--- config.mk ---
export PLATFORM = sky130hd
export DESIGN_NAME = counter_cmd_scheduler
export DESIGN_NICKNAME = d
export VERILOG_FILES = /design/src/rtl/counter_cmd_scheduler.sv
export SDC_FILE = /design/constraint.sdc
export NUM_CORES = 1
export LEC_CHECK = 0
export CORE_AREA = 2 2 135 71
export DETAILED_ROUTE_END_ITERATION = 7
export DIE_AREA = 0 0 137 73
export DONT_BUFFER_PORTS = 1
export GPL_TIMING_DRIVEN = 0
export PLACE_DENSITY_LB_ADDON = 0.12
export SLEW_MARGIN = 20
export SYNTH_ARGS = -nofsm -noshare
export SYNTH_HDL_FRONTEND = slang
export SYNTH_SLANG_ARGS = --single-unit
--- constraint.sdc ---
create_clock -name clk -period 2.6 [get_ports clk]
set_input_delay 0.39 -clock clk [delete_from_list [all_inputs] [get_ports clk]]
set_output_delay 0.39 -clock clk [all_outputs]
set_load 0.05 [all_outputs]
--- src/rtl/counter_cmd_scheduler.sv ---
// Round-robin scheduler that lends one 4-bit mode counter to two command requesters,
// drives enable_/mode_/D_ for each accepted run and posts a one-cycle completion record.
module counter_cmd_scheduler #(
    parameter int LEN_W = 8
) (
    input  logic             clk,
    input  logic             reset,

    input  logic             req0_valid,
    output logic             req0_ready,
    input  logic [1:0]       req0_mode,
    input  logic [3:0]       req0_data,
    input  logic [LEN_W-1:0] req0_len,
    input  logic             req0_stop,

    input  logic             req1_valid,
    output logic             req1_ready,
    input  logic [1:0]       req1_mode,
    input  logic [3:0]       req1_data,
    input  logic [LEN_W-1:0] req1_len,
    input  logic             req1_stop,

    output logic             enable_,
    output logic [1:0]       mode_,
    output logic [3:0]       D_,
    input  logic             rco_,

    output logic             done_valid,
    output logic             done_id,
    output logic [LEN_W-1:0] done_cycles,
    output logic [LEN_W-1:0] done_rco_cnt,
    output logic             busy
);

    typedef enum logic [1:0] {
        IDLE = 2'd0,
        RUN  = 2'd1,
        DONE = 2'd2
    } state_t;

    state_t           state;
    logic             rr_ptr;
    logic             id_q;
    logic             stop_q;
    logic [LEN_W-1:0] len_q;
    logic [LEN_W-1:0] cycles;
    logic [LEN_W-1:0] rco_cnt;

    logic             grant_any;
    logic             grant_id;
    logic [1:0]       sel_mode;
    logic [3:0]       sel_data;
    logic [LEN_W-1:0] sel_len;
    logic             sel_stop;
    logic [LEN_W-1:0] cycles_nxt;
    logic [LEN_W-1:0] rco_cnt_nxt;
    logic             run_exit;

    // When both requesters wait, the round-robin pointer breaks the tie.
    always_comb begin
        grant_any = req0_valid | req1_valid;
        grant_id  = (req0_valid && req1_valid) ? rr_ptr : req1_valid;
        sel_mode  = grant_id ? req1_mode : req0_mode;
        sel_data  = grant_id ? req1_data : req0_data;
        sel_len   = grant_id ? req1_len  : req0_len;
        sel_stop  = grant_id ? req1_stop : req0_stop;
    end

    // NOTE: ready is combinational from the registered state, so it is also gated by
    // reset; otherwise a requester could see a handshake while reset is still held.
    assign req0_ready = reset && (state == IDLE) && grant_any && !grant_id;
    assign req1_ready = reset && (state == IDLE) && grant_any &&  grant_id;
    assign busy       = (state == RUN) || (state == DONE);

    // cycles never wraps: exit fires at len_q, which is at most all-ones.
    always_comb begin
        cycles_nxt  = cycles + LEN_W'(1);
        rco_cnt_nxt = (rco_ && (rco_cnt != {LEN_W{1'b1}})) ? rco_cnt + LEN_W'(1) : rco_cnt;
        run_exit    = (cycles_nxt == len_q) || (stop_q && rco_);
    end

    // NOTE: all state and registered outputs use non-blocking assignments so every
    // register samples the pre-edge values, independent of statement order.
    always_ff @(posedge clk) begin
        if (!reset) begin
            state        <= IDLE;
            rr_ptr       <= 1'b0;
            id_q         <= 1'b0;
            stop_q       <= 1'b0;
            len_q        <= '0;
            cycles       <= '0;
            rco_cnt      <= '0;
            enable_      <= 1'b0;
            mode_        <= '0;
            D_           <= '0;
            done_valid   <= 1'b0;
            done_id      <= 1'b0;
            done_cycles  <= '0;
            done_rco_cnt <= '0;
        end else begin
            case (state)
                IDLE: begin
                    if (grant_any) begin
                        mode_   <= sel_mode;
                        D_      <= sel_data;
                        len_q   <= sel_len;
                        stop_q  <= sel_stop;
                        id_q    <= grant_id;
                        rr_ptr  <= ~grant_id;
                        cycles  <= '0;
                        rco_cnt <= '0;
                        if (sel_len == '0) begin
                            state        <= DONE;
                            done_valid   <= 1'b1;
                            done_id      <= grant_id;
                            done_cycles  <= '0;
                            done_rco_cnt <= '0;
                        end else begin
                            state   <= RUN;
                            enable_ <= 1'b1;
                        end
                    end
                end

                RUN: begin
                    cycles  <= cycles_nxt;
                    rco_cnt <= rco_cnt_nxt;
                    if (run_exit) begin
                        state        <= DONE;
                        enable_      <= 1'b0;
                        done_valid   <= 1'b1;
                        done_id      <= id_q;
                        done_cycles  <= cycles_nxt;
                        done_rco_cnt <= rco_cnt_nxt;
                    end
                end

                DONE: begin
                    done_valid <= 1'b0;
                    state      <= IDLE;
                end

                default: begin
                    state      <= IDLE;
                    enable_    <= 1'b0;
                    done_valid <= 1'b0;
                end
            endcase
        end
    end

endmodule
==> impl_results.md <==
* Critical path data arrival time at 2.05 ns
* Final Worst Setup Slack at 0.161 ns
* Antenna Diode Count at 0
* Drt total wl at 8780 um
* Area of the core at 0.00901 mm2
* Post-Syn Area at 0.00295 mm2
* TritonCTS clock tree: done
* Post-detailed-route count of antenna-violating nets at 0
* Number of pins with negative max-slew slack in the final report at 0
* Placed cell count at 484
* Average footprint of a synthesized cell at 8.13 um2
* Nets at 410
* Max FO, Critical Path at 10
* Number of warnings reported in the yosys synthesis log at 0
* H-Tree Level Count at 2
* Standby leakage power at 0.00112 uW
* Number of fillers in the final layout at 942
* Final period util at 93.8%
* Starting DRT DRC Count at 243
* Area grow syn2layout at 10.7%
* Vias in the first global route at 2559
* Max-cap violations at 0
* Number of buffers between clock root and the deepest sink at 2
* Initial cell density of the core at 32.8%
* Ports at 63
* Number of hold violations in the final report at 0
* Post-Syn Nets at 403
* Area leader, netlist: sky130_fd_sc_hd__dfxtp_1
* Placed wire-length estimate at 6730 um
* Setup fix buffers added after clock tree synthesis at 0
* Gate count of the mapped netlist at 363
* Wire per inst at 17.8 um
* Kind of critical path: register to output pin
* Chip height at 73 um
* Die span in x at 137 um
* Flip-flop and latch count after synthesis at 54
* Final number of setup-violating endpoints at 0
* Max IR drop VDD at 383 uV
* Clock root cell: sky130_fd_sc_hd__clkbuf_16
* Clk Latency, worst-skew pair at 0.30 ns
* Total number of placement rows at 25
* Number of enable-type register cells in the synthesized netlist at 0
* Sequential share of the synthesized area at 36.6%
* Hold-fix buffers, CTS at 0
* Worst Tran Pin Value at 0.712 ns
* Critical Path RT at 2.21 ns
* Most used flip-flop cell after synthesis: sky130_fd_sc_hd__dfxtp_1
* Via count normalized by instance count at 5.49
* Largest clock skew in the final design at 0.00724 ns
* Type of origin of the critical path: register
* Placer's final routability congestion estimate at 0.960
* Count of different cell masters after synthesis at 55
* Cell with the most instances after synthesis: sky130_fd_sc_hd__nand2_1
* Most common library cells after synthesis: sky130_fd_sc_hd__nand2_1, sky130_fd_sc_hd__dfxtp_1, sky130_fd_sc_hd__a21oi_1, sky130_fd_sc_hd__nor2_1, sky130_fd_sc_hd__nand3_1
* Leading cell types by total area after synthesis: sky130_fd_sc_hd__dfxtp_1, sky130_fd_sc_hd__nand2_1, sky130_fd_sc_hd__a21oi_1
* Clock edge transition at the registers on the reported setup and hold paths at 0.08 ns
* Number of standard cells in the layout, taps in and fillers out at 492
* DR vias at 2700
* Port Buffers at 0
* Power Dens Cells at 1000 mW/mm2
* Sink Count at 54
* Kind of end point of the critical path: output pin
* Antenna violations before repair at 0
* Cts bufs inserted at 5
* First-pass GRT wire length at 13800 um
* Remaining Overflow, GRT at 0
* Share of cells above drive strength 1 at 10.2%
* Die footprint at 0.0100 mm2
* Unrepaired setup endpoints after global routing: no
* Final core utilization at 36.3%
* Period minus WS final at 2.44 ns
* Largest net degree at the start of global routing at 18
* Fmax at 410 MHz
* DRC violation count after routing at 0
* Run status: complete, no violations
* Slew margin rel. at 52.4%
* Hold WS at 0.219 ns
* First-pass detailed-route iteration total at 5
* Kind of path behind the tightest hold check: input port to register
* Share of flip-flops with an asynchronous set or reset after synthesis at 0%
* Combined global-route utilization of all metal layers at 18.3%
* Pre-CTS setup slack at -0.00835 ns
* Area share of the leading cell type in the synthesized netlist at 36.6%
==> cells by family (layout without fill, tap and decap cells) <==
group / count (synthesis) / after routing / share of synthesized area (%)
and+or+nand+nor: 153 / 153 / 25.9
AOI/OAI and AO/OA: 92 / 92 / 20.6
DFF: 54 / 54 / 36.6
buffers and inverters: 31 / 39 / 4.75
xor gates and xnor gates: 19 / 19 / 6.82
muxes: 9 / 9 / 3.09
adders and majority gates: 5 / 5 / 2.12
==> layout by cell type (no fill, tap or decap), types with 3 or more instances in the layout <==
cell type / n
sky130_fd_sc_hd__and2_1: 4
sky130_fd_sc_hd__clkbuf_1: 16
sky130_fd_sc_hd__buf_2: 4
sky130_fd_sc_hd__a21oi_1: 33
sky130_fd_sc_hd__nand3_2: 3
sky130_fd_sc_hd__mux2i_1: 8
sky130_fd_sc_hd__and3_1: 4
sky130_fd_sc_hd__inv_1: 3
sky130_fd_sc_hd__o21ai_1: 18
sky130_fd_sc_hd__a311oi_1: 9
sky130_fd_sc_hd__ha_1: 4
sky130_fd_sc_hd__clkbuf_16: 5
sky130_fd_sc_hd__xor2_1: 5
sky130_fd_sc_hd__a211oi_1: 3
sky130_fd_sc_hd__nor4_1: 6
sky130_fd_sc_hd__dfxtp_1: 54
sky130_fd_sc_hd__xnor2_1: 11
sky130_fd_sc_hd__nand4_1: 4
sky130_fd_sc_hd__nor3_1: 3
sky130_fd_sc_hd__or4_1: 5
sky130_fd_sc_hd__a31o_2: 4
sky130_fd_sc_hd__a22oi_1: 6
sky130_fd_sc_hd__nand2_1: 59
sky130_fd_sc_hd__a32oi_1: 5
sky130_fd_sc_hd__nand3_1: 19
sky130_fd_sc_hd__nor2_1: 28
sky130_fd_sc_hd__or3_1: 5
==> routing by layer <==
metal	track usage [%]	part of all wire, %	wire [um]
met1	29.3	54	4760
met4	4.47	1.0	88
met5	0	0	0
met2	23.2	36	3130
met3	4.93	9.2	809
==> power breakdown <==
| group | total [uW] | switching (uW) | internal (uW) |
|---|---|---|---|
| Sequential | 1230 | 274 | 957 |
| Combinational | 1360 | 929 | 435 |
| Clock | 689 | 331 | 358 |
==> through the flow <==
step           TNS (ns)  total power, uW  area, um2
5_1_grt               0             3500       3270
6_report              0             3280       3270
3_3_place_gp   -0.00384             2600       3110
4_1_cts               0             3310       3260
2_1_floorplan         0             2260       2960
3_5_place_dp   -0.00835             2600       3110
==> sequential cells by signal (all words and copies together), names as in the netlist <==
register	count
len_q	8
done_cycles	8
done_id	1
id_q	1
cycles	8
done_valid	1
mode_	2
rco_cnt	8
stop_q	1
enable_	1
D_	4
state	2
rr_ptr	1
done_rco_cnt	8
==> final timing paths <==
check	startpoint	slack, ns	cells past startpoint	to
worst min-delay path	req1_data[0]	0.22	2	D_[0]
worst max register to register	cycles[0]	0.25	7	done_rco_cnt[4]
worst min register to register	stop_q	0.46	2	stop_q
worst max-delay path	state[1]	0.16	5	req0_ready
==> what timing repair did <==
action                     CTS  global route
pin swaps                    1             1
gates cloned                 0             0
setup endpoints to repair    4             4
resized for setup            3             3
==> critical path, cell delays in order (launching register included) <==
cell                       delay (ns)
sky130_fd_sc_hd__dfxtp_1         0.32
sky130_fd_sc_hd__inv_1           0.11
sky130_fd_sc_hd__ha_1            0.27
sky130_fd_sc_hd__clkbuf_2        0.27
sky130_fd_sc_hd__o21ai_1         0.18
sky130_fd_sc_hd__nor3_4          0.58
==> cell type report <==
| type | instances | area, um2 | area share [%] |
|---|---|---|---|
| flip-flops and latches | 54 | 1080 | 33.1 |
| plain buffers | 26 | 124 | 3.79 |
| clock inverters | 3 | 21.3 | 0.651 |
| multi-input cells | 278 | 1750 | 53.4 |
| inverters | 5 | 18.8 | 0.574 |
| clock buffers | 5 | 125 | 3.83 |
| well taps | 121 | 151 | 4.63 |
No activity file was read; power rests on OpenSTA's default activity.
